`config.mk`:
```
export PLATFORM = sky130hd
export DESIGN_NAME = pacman_mover
export DESIGN_NICKNAME = d
export VERILOG_FILES = /design/src/rtl/pacman_mover_pkg.sv /design/src/rtl/pacman_next_tile.sv /design/src/rtl/pacman_mover.sv
export SDC_FILE = /design/constraint.sdc
export NUM_CORES = 1
export LEC_CHECK = 0
export BUFFER_PORTS_ARGS = -buffer_cell sky130_fd_sc_hd__buf_4
export CORE_MARGIN = 2
export CORE_UTILIZATION = 57
export CTS_CLUSTER_SIZE = 28
export DETAILED_ROUTE_END_ITERATION = 7
export PLACE_DENSITY = 0.79
export SLEW_MARGIN = 30
export SYNTH_ARGS = -nofsm -noshare
export SYNTH_HDL_FRONTEND = slang
export SYNTH_SLANG_ARGS = --single-unit
```
`constraint.sdc`:
```
create_clock -name clk -period 4.6 [get_ports clk]
set_input_delay 0.69 -clock clk [delete_from_list [all_inputs] [get_ports clk]]
set_output_delay 0.69 -clock clk [all_outputs]
set_load 0.02 [all_outputs]
```
`src/rtl/pacman_mover_pkg.sv`:
```
// Shared sprite definitions: heading codes, default playfield borders and mover FSM states.
package pacman_mover_pkg;

    localparam logic [1:0] DIR_UP    = 2'd0;
    localparam logic [1:0] DIR_LEFT  = 2'd1;
    localparam logic [1:0] DIR_DOWN  = 2'd2;
    localparam logic [1:0] DIR_RIGHT = 2'd3;

    localparam int DEF_BORDER_X_MIN = 1;
    localparam int DEF_BORDER_X_MAX = 28;
    localparam int DEF_BORDER_Y_MIN = 1;
    localparam int DEF_BORDER_Y_MAX = 28;
    localparam int DEF_TUNNEL_ROW   = 14;

    typedef enum logic [2:0] {
        ST_IDLE,
        ST_RD_WANT,
        ST_CHK_WANT,
        ST_RD_CUR,
        ST_CHK_CUR,
        ST_UPDATE
    } mover_state_t;

endpackage

```
`src/rtl/pacman_next_tile.sv`:
```
// Combinational neighbour-tile calculator with tunnel wrap and border check.
module pacman_next_tile
    import pacman_mover_pkg::*;
#(
    parameter int BORDER_X_MIN = DEF_BORDER_X_MIN,
    parameter int BORDER_X_MAX = DEF_BORDER_X_MAX,
    parameter int BORDER_Y_MIN = DEF_BORDER_Y_MIN,
    parameter int BORDER_Y_MAX = DEF_BORDER_Y_MAX,
    parameter int TUNNEL_ROW   = DEF_TUNNEL_ROW
) (
    input  logic [4:0] x,
    input  logic [4:0] y,
    input  logic [1:0] dir,
    output logic [4:0] tx,
    output logic [4:0] ty,
    output logic       out_of_bounds
);

    logic on_tunnel_row;

    always_comb begin
        on_tunnel_row = (y == 5'(TUNNEL_ROW));
        tx = x;
        ty = y;
        case (dir)
            DIR_UP:    ty = y - 5'd1;
            DIR_LEFT:  tx = x - 5'd1;
            DIR_DOWN:  ty = y + 5'd1;
            default:   tx = x + 5'd1;
        endcase
        // Horizontal edges of the tunnel row wrap to the opposite border.
        if (on_tunnel_row && dir == DIR_LEFT && x == 5'(BORDER_X_MIN))
            tx = 5'(BORDER_X_MAX);
        if (on_tunnel_row && dir == DIR_RIGHT && x == 5'(BORDER_X_MAX))
            tx = 5'(BORDER_X_MIN);
        out_of_bounds = (tx < 5'(BORDER_X_MIN)) || (tx > 5'(BORDER_X_MAX)) ||
                        (ty < 5'(BORDER_Y_MIN)) || (ty > 5'(BORDER_Y_MAX));
    end

endmodule

```
`src/rtl/pacman_mover.sv`:
```
// Tile-based sprite mover: every MOVE_FRAMES frames tries the requested heading, then the current one.
module pacman_mover
    import pacman_mover_pkg::*;
#(
    parameter int BORDER_X_MIN = DEF_BORDER_X_MIN,
    parameter int BORDER_X_MAX = DEF_BORDER_X_MAX,
    parameter int BORDER_Y_MIN = DEF_BORDER_Y_MIN,
    parameter int BORDER_Y_MAX = DEF_BORDER_Y_MAX,
    parameter int START_X      = 14,
    parameter int START_Y      = 23,
    parameter int START_DIR    = 1,
    parameter int MOVE_FRAMES  = 8,
    parameter int TUNNEL_ROW   = DEF_TUNNEL_ROW
) (
    input  logic       clk,
    input  logic       reset,
    input  logic       ce,
    input  logic       joy_valid,
    input  logic [1:0] joy_dir,
    output logic       map_rd,
    output logic [4:0] map_x,
    output logic [4:0] map_y,
    input  logic       map_wall,
    output logic [4:0] xpos,
    output logic [4:0] ypos,
    output logic [1:0] direction,
    output logic       moving,
    output logic       step_done
);

    localparam int CW = $clog2(MOVE_FRAMES + 1);

    mover_state_t state_reg, state_next;
    logic [CW-1:0] cnt_reg;
    logic [1:0]    want_dir_reg, att_dir_reg, mv_dir_reg;
    logic [4:0]    mv_x_reg, mv_y_reg;
    logic          move_reg;
    logic          trigger, use_cur, tile_free;
    logic [1:0]    nt_dir;
    logic [4:0]    nt_x, nt_y;
    logic          nt_oob;

    assign trigger   = ce && (cnt_reg == CW'(MOVE_FRAMES - 1));
    assign use_cur   = (state_reg == ST_RD_CUR) || (state_reg == ST_CHK_CUR);
    assign nt_dir    = use_cur ? direction : att_dir_reg;
    assign tile_free = !nt_oob && !map_wall;

    pacman_next_tile #(
        .BORDER_X_MIN(BORDER_X_MIN),
        .BORDER_X_MAX(BORDER_X_MAX),
        .BORDER_Y_MIN(BORDER_Y_MIN),
        .BORDER_Y_MAX(BORDER_Y_MAX),
        .TUNNEL_ROW  (TUNNEL_ROW)
    ) u_next_tile (
        .x            (xpos),
        .y            (ypos),
        .dir          (nt_dir),
        .tx           (nt_x),
        .ty           (nt_y),
        .out_of_bounds(nt_oob)
    );

    always_ff @(posedge clk) begin
        if (reset) state_reg <= ST_IDLE;
        else       state_reg <= state_next;
    end

    always_comb begin
        state_next = state_reg;
        case (state_reg)
            ST_IDLE:     if (trigger) state_next = ST_RD_WANT;
            ST_RD_WANT:  state_next = ST_CHK_WANT;
            // An out-of-bounds target never issued a read, so map_wall is not consulted.
            ST_CHK_WANT: if (tile_free || att_dir_reg == direction) state_next = ST_UPDATE;
                         else                                       state_next = ST_RD_CUR;
            ST_RD_CUR:   state_next = ST_CHK_CUR;
            ST_CHK_CUR:  state_next = ST_UPDATE;
            default:     state_next = ST_IDLE;
        endcase
    end

    always_comb begin
        map_rd    = ((state_reg == ST_RD_WANT) || (state_reg == ST_RD_CUR)) && !nt_oob;
        map_x     = nt_x;
        map_y     = nt_y;
        step_done = (state_reg == ST_UPDATE);
    end

    always_ff @(posedge clk) begin
        if (reset) begin
            cnt_reg      <= '0;
            want_dir_reg <= 2'(START_DIR);
            att_dir_reg  <= 2'(START_DIR);
            mv_dir_reg   <= 2'(START_DIR);
            mv_x_reg     <= 5'(START_X);
            mv_y_reg     <= 5'(START_Y);
            move_reg     <= 1'b0;
            xpos         <= 5'(START_X);
            ypos         <= 5'(START_Y);
            direction    <= 2'(START_DIR);
            moving       <= 1'b0;
        end else begin
            if (ce) cnt_reg <= trigger ? '0 : cnt_reg + CW'(1);
            if (joy_valid) want_dir_reg <= joy_dir;
            // Snapshot the heading at trigger so a same-cycle joystick request is honoured.
            if (state_reg == ST_IDLE && trigger)
                att_dir_reg <= joy_valid ? joy_dir : want_dir_reg;
            case (state_reg)
                ST_RD_WANT: move_reg <= 1'b0;
                ST_CHK_WANT: if (tile_free) begin
                    move_reg   <= 1'b1;
                    mv_x_reg   <= nt_x;
                    mv_y_reg   <= nt_y;
                    mv_dir_reg <= att_dir_reg;
                end
                ST_CHK_CUR: if (tile_free) begin
                    move_reg   <= 1'b1;
                    mv_x_reg   <= nt_x;
                    mv_y_reg   <= nt_y;
                    mv_dir_reg <= direction;
                end
                ST_UPDATE: begin
                    moving <= move_reg;
                    if (move_reg) begin
                        xpos      <= mv_x_reg;
                        ypos      <= mv_y_reg;
                        direction <= mv_dir_reg;
                    end
                end
                default: ;
            endcase
        end
    end

endmodule

```
Yosys cells after proc, flatten, opt, wreduce, memory -nomap -nowiden

Cells that the tools add are included.

Muxes and demuxes: 15
Reductions and logical operators: 26
$add $sub $neg: 5
Eq/ne operators: 17
Magnitude comparators: 4

Operator list:

| cell                                                  | count |
|---|---|
| one-hot mux 5 bit (2 select lines)                    | 2 |
| one-hot mux 3 bit (5 select lines)                    | 1 |
| adder 5 x 1 -> 5 bit (second input constant)          | 2 |
| greater-than comparator 5 bit (second input constant) | 2 |
| < comparator 5 x 1 -> 1 bit (second input constant)   | 2 |
| two-way mux 5 bit                                     | 2 |
| subtractor 5 x 1 -> 5 bit (second input constant)     | 2 |
| logical AND 1 bit                                     | 8 |
| two-way mux 2 bit                                     | 4 |
| == test 3 x 2 -> 1 bit (second input constant)        | 2 |
| == test 3 bit (second input constant)                 | 2 |
| logical OR 1 bit                                      | 6 |
| two-way mux 3 bit                                     | 2 |
| != test 2 bit (second input constant)                 | 3 |
| AND reduction 2 bit                                   | 3 |
| == test 5 x 1 -> 1 bit (second input constant)        | 1 |
| == test 5 x 4 -> 1 bit (second input constant)        | 1 |
| == test 5 bit (second input constant)                 | 1 |
| adder 4 x 1 -> 4 bit (second input constant)          | 1 |
| == test 2 bit (second input constant)                 | 2 |
| == test 4 x 3 -> 1 bit (second input constant)        | 1 |
| two-way mux 4 bit                                     | 1 |
| one-hot mux 2 bit (2 select lines)                    | 1 |
| nonzero test 2 bit                                    | 2 |
| 11 further kinds                                      | 13 |

Flip-flop bits (word level): 37
Input bits: 7
Output and inout bits: 25
Word-level logic and storage cells: 79

Longest topological paths before layout

Depth in word-level cells: 17
Mapped depth: 17
Gate-level depth less buffers: 13

By module

A second synthesis with hierarchy kept.

Cells, all modules: 266
Area, all modules: 2190.9 um2

Modules (own cells, without submodules):

| module           | area an instance (um2) | seq. area each (um2) | cells each | instances |
|---|---|---|---|---|
| pacman_mover     | 1645.3                 | 740.7                | 188        | 1 |
| pacman_next_tile | 545.5                  | 0.0                  | 78         | 1 |

Least setup slack after synthesis

No wires, ideal clock.

Path kind: reg2out
From: register state_reg[2]
To: output port map_rd
Path buffers: 2
Arrival: 3.909 ns
Setup slack: 0.001 ns
Cell stages (with the launch flop): 15
Cell sequence: dfxtp_1 clkbuf_1 o21ai_0 nand2_1 clkbuf_1 nand2_1 fa_1 a21o_1 a21oi_1 a21boi_0 o21ai_1 xnor2_1 mux2i_1 nand3_1 nor3b_1

Elaborated cells on any way between the ends: 28
Classes of those cells: order compare: 4; eq/ne: 6; mux: 5; reduce/logical: 13

RTL lines:

| element                                                 | line                   | source |
|---|---|---|
| start, declared                                         | pacman_mover.sv:33     | `mover_state_t state_reg, state_next;` |
| start signal, assigned                                  | pacman_mover.sv:65     | `else state_reg <= state_next;` |
| == test 3 x 2 -> 1 bit or == test 3 bit (tied branches) | pacman_mover.sv:44     | `assign use_cur = (state_reg == ST_RD_CUR) \|\| (state_reg == ST_CHK_CUR);` |
| logical OR 1 bit (*)                                    | pacman_mover.sv:44     |  |
| two-way mux 2 bit (*)                                   | pacman_mover.sv:45     | `assign nt_dir = use_cur ? direction : att_dir_reg;` |
| == test 2 bit or zero test 2 bit (tied branches)        | pacman_next_tile.sv:25 | `case (dir)` |
| one-hot mux 5 bit (2 select lines) (*)                  | pacman_next_tile.sv:25 |  |
| via map_y[4]                                            | pacman_mover.sv:22     | `output logic [4:0] map_y,` |
| < comparator 5 x 1 -> 1 bit                             | pacman_next_tile.sv:37 | `(ty < 5'(BORDER_Y_MIN)) \|\| (ty > 5'(BORDER_Y_MAX));` |
| logical OR 1 bit                                        | pacman_next_tile.sv:36 | `out_of_bounds = (tx < 5'(BORDER_X_MIN)) \|\| (tx > 5'(BORDER_X_MAX)) \|\|` |
| logical OR 1 bit (*)                                    | pacman_next_tile.sv:37 |  |
| zero test 1 bit (*)                                     | pacman_mover.sv:83     | `map_rd = ((state_reg == ST_RD_WANT) \|\| (state_reg == ST_RD_CUR)) && !nt_oob;` |
| logical AND 1 bit (*)                                   | pacman_mover.sv:83     |  |
| end, declared                                           | pacman_mover.sv:20     | `output logic map_rd,` |

Mark *: on every way through the listed nets, which the timed path passes. The rest lies on a longest branch.

Final worst setup path

From: register state_reg[2]
To: output port map_rd

Cells in the longest elaborated chain, start to end: 14
Elaborated cells on any way between the ends: 28
Classes of those cells: order compare: 4; eq/ne: 6; mux: 5; reduce/logical: 13

RTL lines:

| element                                                                      | line                                           | source |
|---|---|---|
| == test 3 x 2 -> 1 bit or == test 3 bit (tied branches)                      | pacman_mover.sv:44, pacman_mover.sv:83         |  |
| logical OR 1 bit                                                             | pacman_mover.sv:44                             |  |
| two-way mux 2 bit                                                            | pacman_mover.sv:45                             |  |
| == test 2 bit, or another cell as far along                                  | pacman_next_tile.sv:25                         |  |
| OR reduction 2 bit (no line) or logical AND 1 bit (tied branches)            | --                                             |  |
| one-hot mux 5 bit (2 select lines) or logical AND 1 bit (tied branches)      | pacman_next_tile.sv:25, pacman_next_tile.sv:32 |  |
| two-way mux 5 bit                                                            | pacman_next_tile.sv:32                         | `if (on_tunnel_row && dir == DIR_LEFT && x == 5'(BORDER_X_MIN))` |
| two-way mux 5 bit                                                            | pacman_next_tile.sv:34                         | `if (on_tunnel_row && dir == DIR_RIGHT && x == 5'(BORDER_X_MAX))` |
| < comparator 5 x 1 -> 1 bit or greater-than comparator 5 bit (tied branches) | pacman_next_tile.sv:36                         |  |
| logical OR 1 bit (2 in series)                                               | pacman_next_tile.sv:36                         |  |
| logical OR 1 bit                                                             | pacman_next_tile.sv:37                         |  |
| zero test 1 bit                                                              | pacman_mover.sv:83                             |  |
| logical AND 1 bit (*)                                                        | pacman_mover.sv:83                             |  |

Mark *: on every way between the ends. The rest lies on a longest branch, timed or not.

==> results by group <==
Outcome
  – Status: completed

Placed design
  – Cells after DPL: 347
  – GPL Wtd Cong: 0.8567
  – Port bufs: 31
  – Post-Place Setup Slack: 0.3393 ns
  – HPWL Detailed: 3.657 mm

Floorplan
  – Die H: 66.60 um
  – Die ar.: 4435 um2
  – Num rows: 22
  – Initial Util: 60.10%
  – Core area: 3716 um2
  – Chip Width: 66.60 um
  – Ports: 32

Pwr
  – Total chip power: 567.5 uW
  – VDD IR-drop max: 0.0002009 V
  – Lkg Pwr: 1.033 nW
  – Pwr/cell area: 216.5 nW/um2

Route
  – WL final: 5.270 mm
  – WL per Instance: 14.72 um
  – Vias per cell: 5.838
  – Vias: 2090
  – Post-route DRC: 0
  – Initial DRC count: 140
  – Pre-antenna DRT Iters: 5
  – Post-route antenna net violation count: 0

Final layout
  – Nets@finish: 325
  – Antenna diodes: 0
  – Area Growth Syn to Fin: 17.37%
  – Area occupied by multi-input gates: 1408 um2
  – Fin util: 70.54%
  – Fin cells: 358
  – Layout cells sized above 1: 20.32%
  – Storage element area: 740.7 um2
  – Fillers: 318

Worst setup path
  – Chain of cells forming the critical path: buf_4 -> nand3b_1 -> and3_4 -> nor2_2 -> nand2_1 -> ha_1 -> a21o_1 -> a21oi_1 -> a21boi_1 -> o21ai_1 -> xnor2_2 -> mux2i_2 -> nand3_1 -> nor3b_2 -> buf_4
  – Critical Path Fanout Max: 14
  – Delay-heaviest family, CP: simple AND/OR/NAND/NOR gates
  – Worst reg2reg setup slack: 0.84 ns
  – CP required: 3.91 ns
  – Setup crit end kind: output port
  – Cells on worst reg2reg path: 15
  – Most used cell, CP: buf_4
  – Crit path launch: state_reg[2]
  – Reg2reg start: state_reg[2]
  – Worst EP arrival: 3.68 ns
  – Crit start category: flip-flop
  – Crit Path Category: flip-flop to output port
  – Critical path buffers and inverters: 2
  – Worst stage delay on the critical path: 0.36 ns
  – Reg2reg end: mv_y_reg[0]
  – CP max stage cell: ha_1

Synth
  – Avg Synthesized Cell Area: 8.034 um2
  – Number of synthesized flops with an enable pin: 0
  – Commonest cells in the netlist: nand2_1, dfxtp_1, nor2_1
  – Post-synthesis net count: 294
  – Yosys cell types: 56
  – Syn. warnings: 0
  – Top-count cell post-synth: nand2_1
  – Top_reg_cell synth: dfxtp_1
  – Mapped cell area: 2233 um2
  – Top post-synthesis cells by area: dfxtp_1, nand2_1, mux2i_1
  – Leading area contributor after synthesis: dfxtp_1
  – Register area share after synthesis: 33.17%
  – Yosys top cell area share: 33.17%
  – #FFs+latches synth: 37
  – Gate Count Post-Synth: 278
  – Fraction of registers with async set/reset: 0%

Clocking
  – Clk_lat worst skew: 0.29 ns
  – CTS buffer count: 5
  – Htree depth: 2
  – Clk slew on worst S/H paths: 0.07 ns
  – Sinks on Clock Net: 37
  – CTS tree: done
  – Longest Clk Path Bufs: 2
  – Clock root buffer: clkbuf_8

Global routing
  – Vias in the first global route: 1861
  – Global-route wire length before repair: 8.845 mm
  – Gr usage total: 26.49%
  – Gr ovfl total: 0
  – Largest net degree at the start of global routing: 32
  – Initial antenna violation count: 0

Timing
  – Final Critical Period: 4.370 ns
  – Final setup vio count: 0
  – Fin. max-slew vios: 0
  – Skew final: 0.002516 ns
  – Max-slew headroom: 61.40%
  – Achievable clock frequency: 228.8 MHz
  – Worst Tran Pin Value: 0.5754 ns
  – PnR worst setup slack: 0.2297 ns
  – Tcrit/Tclk final: 95.01%
  – Hold Violations, Final: 0

Flow run
  – Max Cap Violations: 0

Worst hold path
  – WHS Path Cells: 2
  – Hold Path End: ypos[3]
  – Hold WC Path Type: flip-flop to flip-flop
  – Hold Startpoint: mv_y_reg[3]
-- logic make-up (layout without fill, tap and decap cells) --
family,after synthesis,count (layout),synth area share (%)
multiplexers,16,16,7.227
buffers and inverters,23,55,4.929
flip-flops,37,37,33.17
adder cells (fa/ha/maj),9,9,5.378
AO/OA/AOI/OAI,51,51,14.85
XOR/XNOR,11,11,4.314
AND/OR/NAND/NOR,131,131,30.14
-- layer usage --
metal	track usage (%)	share of wire, %	vias up
met4	9.949	1.7	0
li1	-	-	1049
met1	36.25	47	981
met5	0	0	-
met3	4.054	5.5	7
met2	41.88	45	53
-- worst max path at each step --
stage                   to  slack (ns)  depth (start not counted)
finish              map_rd        0.23                         15
global route        map_rd       -0.02                         15
CTS                 map_rd        0.04                         14
detailed placement  map_rd        0.34                         14
global placement    map_rd        0.49                         14
floorplan           map_rd      0.0007                         14
-- power breakdown --
group          switching, mW  internal (mW)  total [mW]
clock network          0.120          0.104       0.224
registers            0.00158          0.323       0.324
logic                 0.0118        0.00731      0.0191
-- timing repair --
item / 4_1_cts / 5_1_grt
gates resized for setup: 1 / 6
gates cloned: 0 / 0
buffers inserted: 0 / 3
hold buffers: 0 / 0
endpoints found under the hold margin: 0 / 0
pin swaps: 0 / 1
setup endpoints to repair: 1 / 1
-- worst reg2reg max path, stage by stage, from the launching register on --
cell	delay, ns
dfxtp_1	0.31
buf_4	0.17
nand3b_1	0.26
and3_4	0.26
nor2_2	0.12
nand2_1	0.14
ha_1	0.36
a21o_1	0.20
a21oi_1	0.21
a21boi_1	0.20
o21ai_1	0.12
xnor2_2	0.23
mux2i_2	0.34
buf_4	0.16
and4_4	0.40
mux2i_1	0.23
-- final cells by class --
class	instances	area share, %
multi-input cells	218	53.70
flip-flops and latches	37	28.26
repair buffers	40	11.46
clock buffers	5	2.625
well taps	48	2.291
inverters	7	1.002
clock inverters	3	0.6683
-- through the flow --
step | area (um2) | hold slack [ns] | TNS [ns]
after floorplan | 2233 | 0.4316 | 0
after global placement | 2487 | 0.4425 | 0
after detailed placement | 2487 | 0.4449 | 0
after CTS | 2577 | 0.4601 | 0
after global routing | 2621 | 0.4716 | -0.01677
final | 2621 | 0.4550 | 0
-- placed cells by master, fill, tap and decap left out, types with 4 or more instances in the layout --
cell	netlist	layout
dfxtp_1	37	37
buf_4	1	40
mux2i_1	15	14
a211oi_1	4	4
and3_1	4	4
xnor2_1	10	9
or3_1	4	4
nand3_1	13	13
inv_1	6	6
ha_1	8	8
nor3_1	8	8
nor2_1	26	26
nand2_1	44	44
o21ai_0	7	7
a21oi_1	18	17
clkbuf_8	0	5
nand2b_1	4	4
Power figures use the tool's default switching activity.
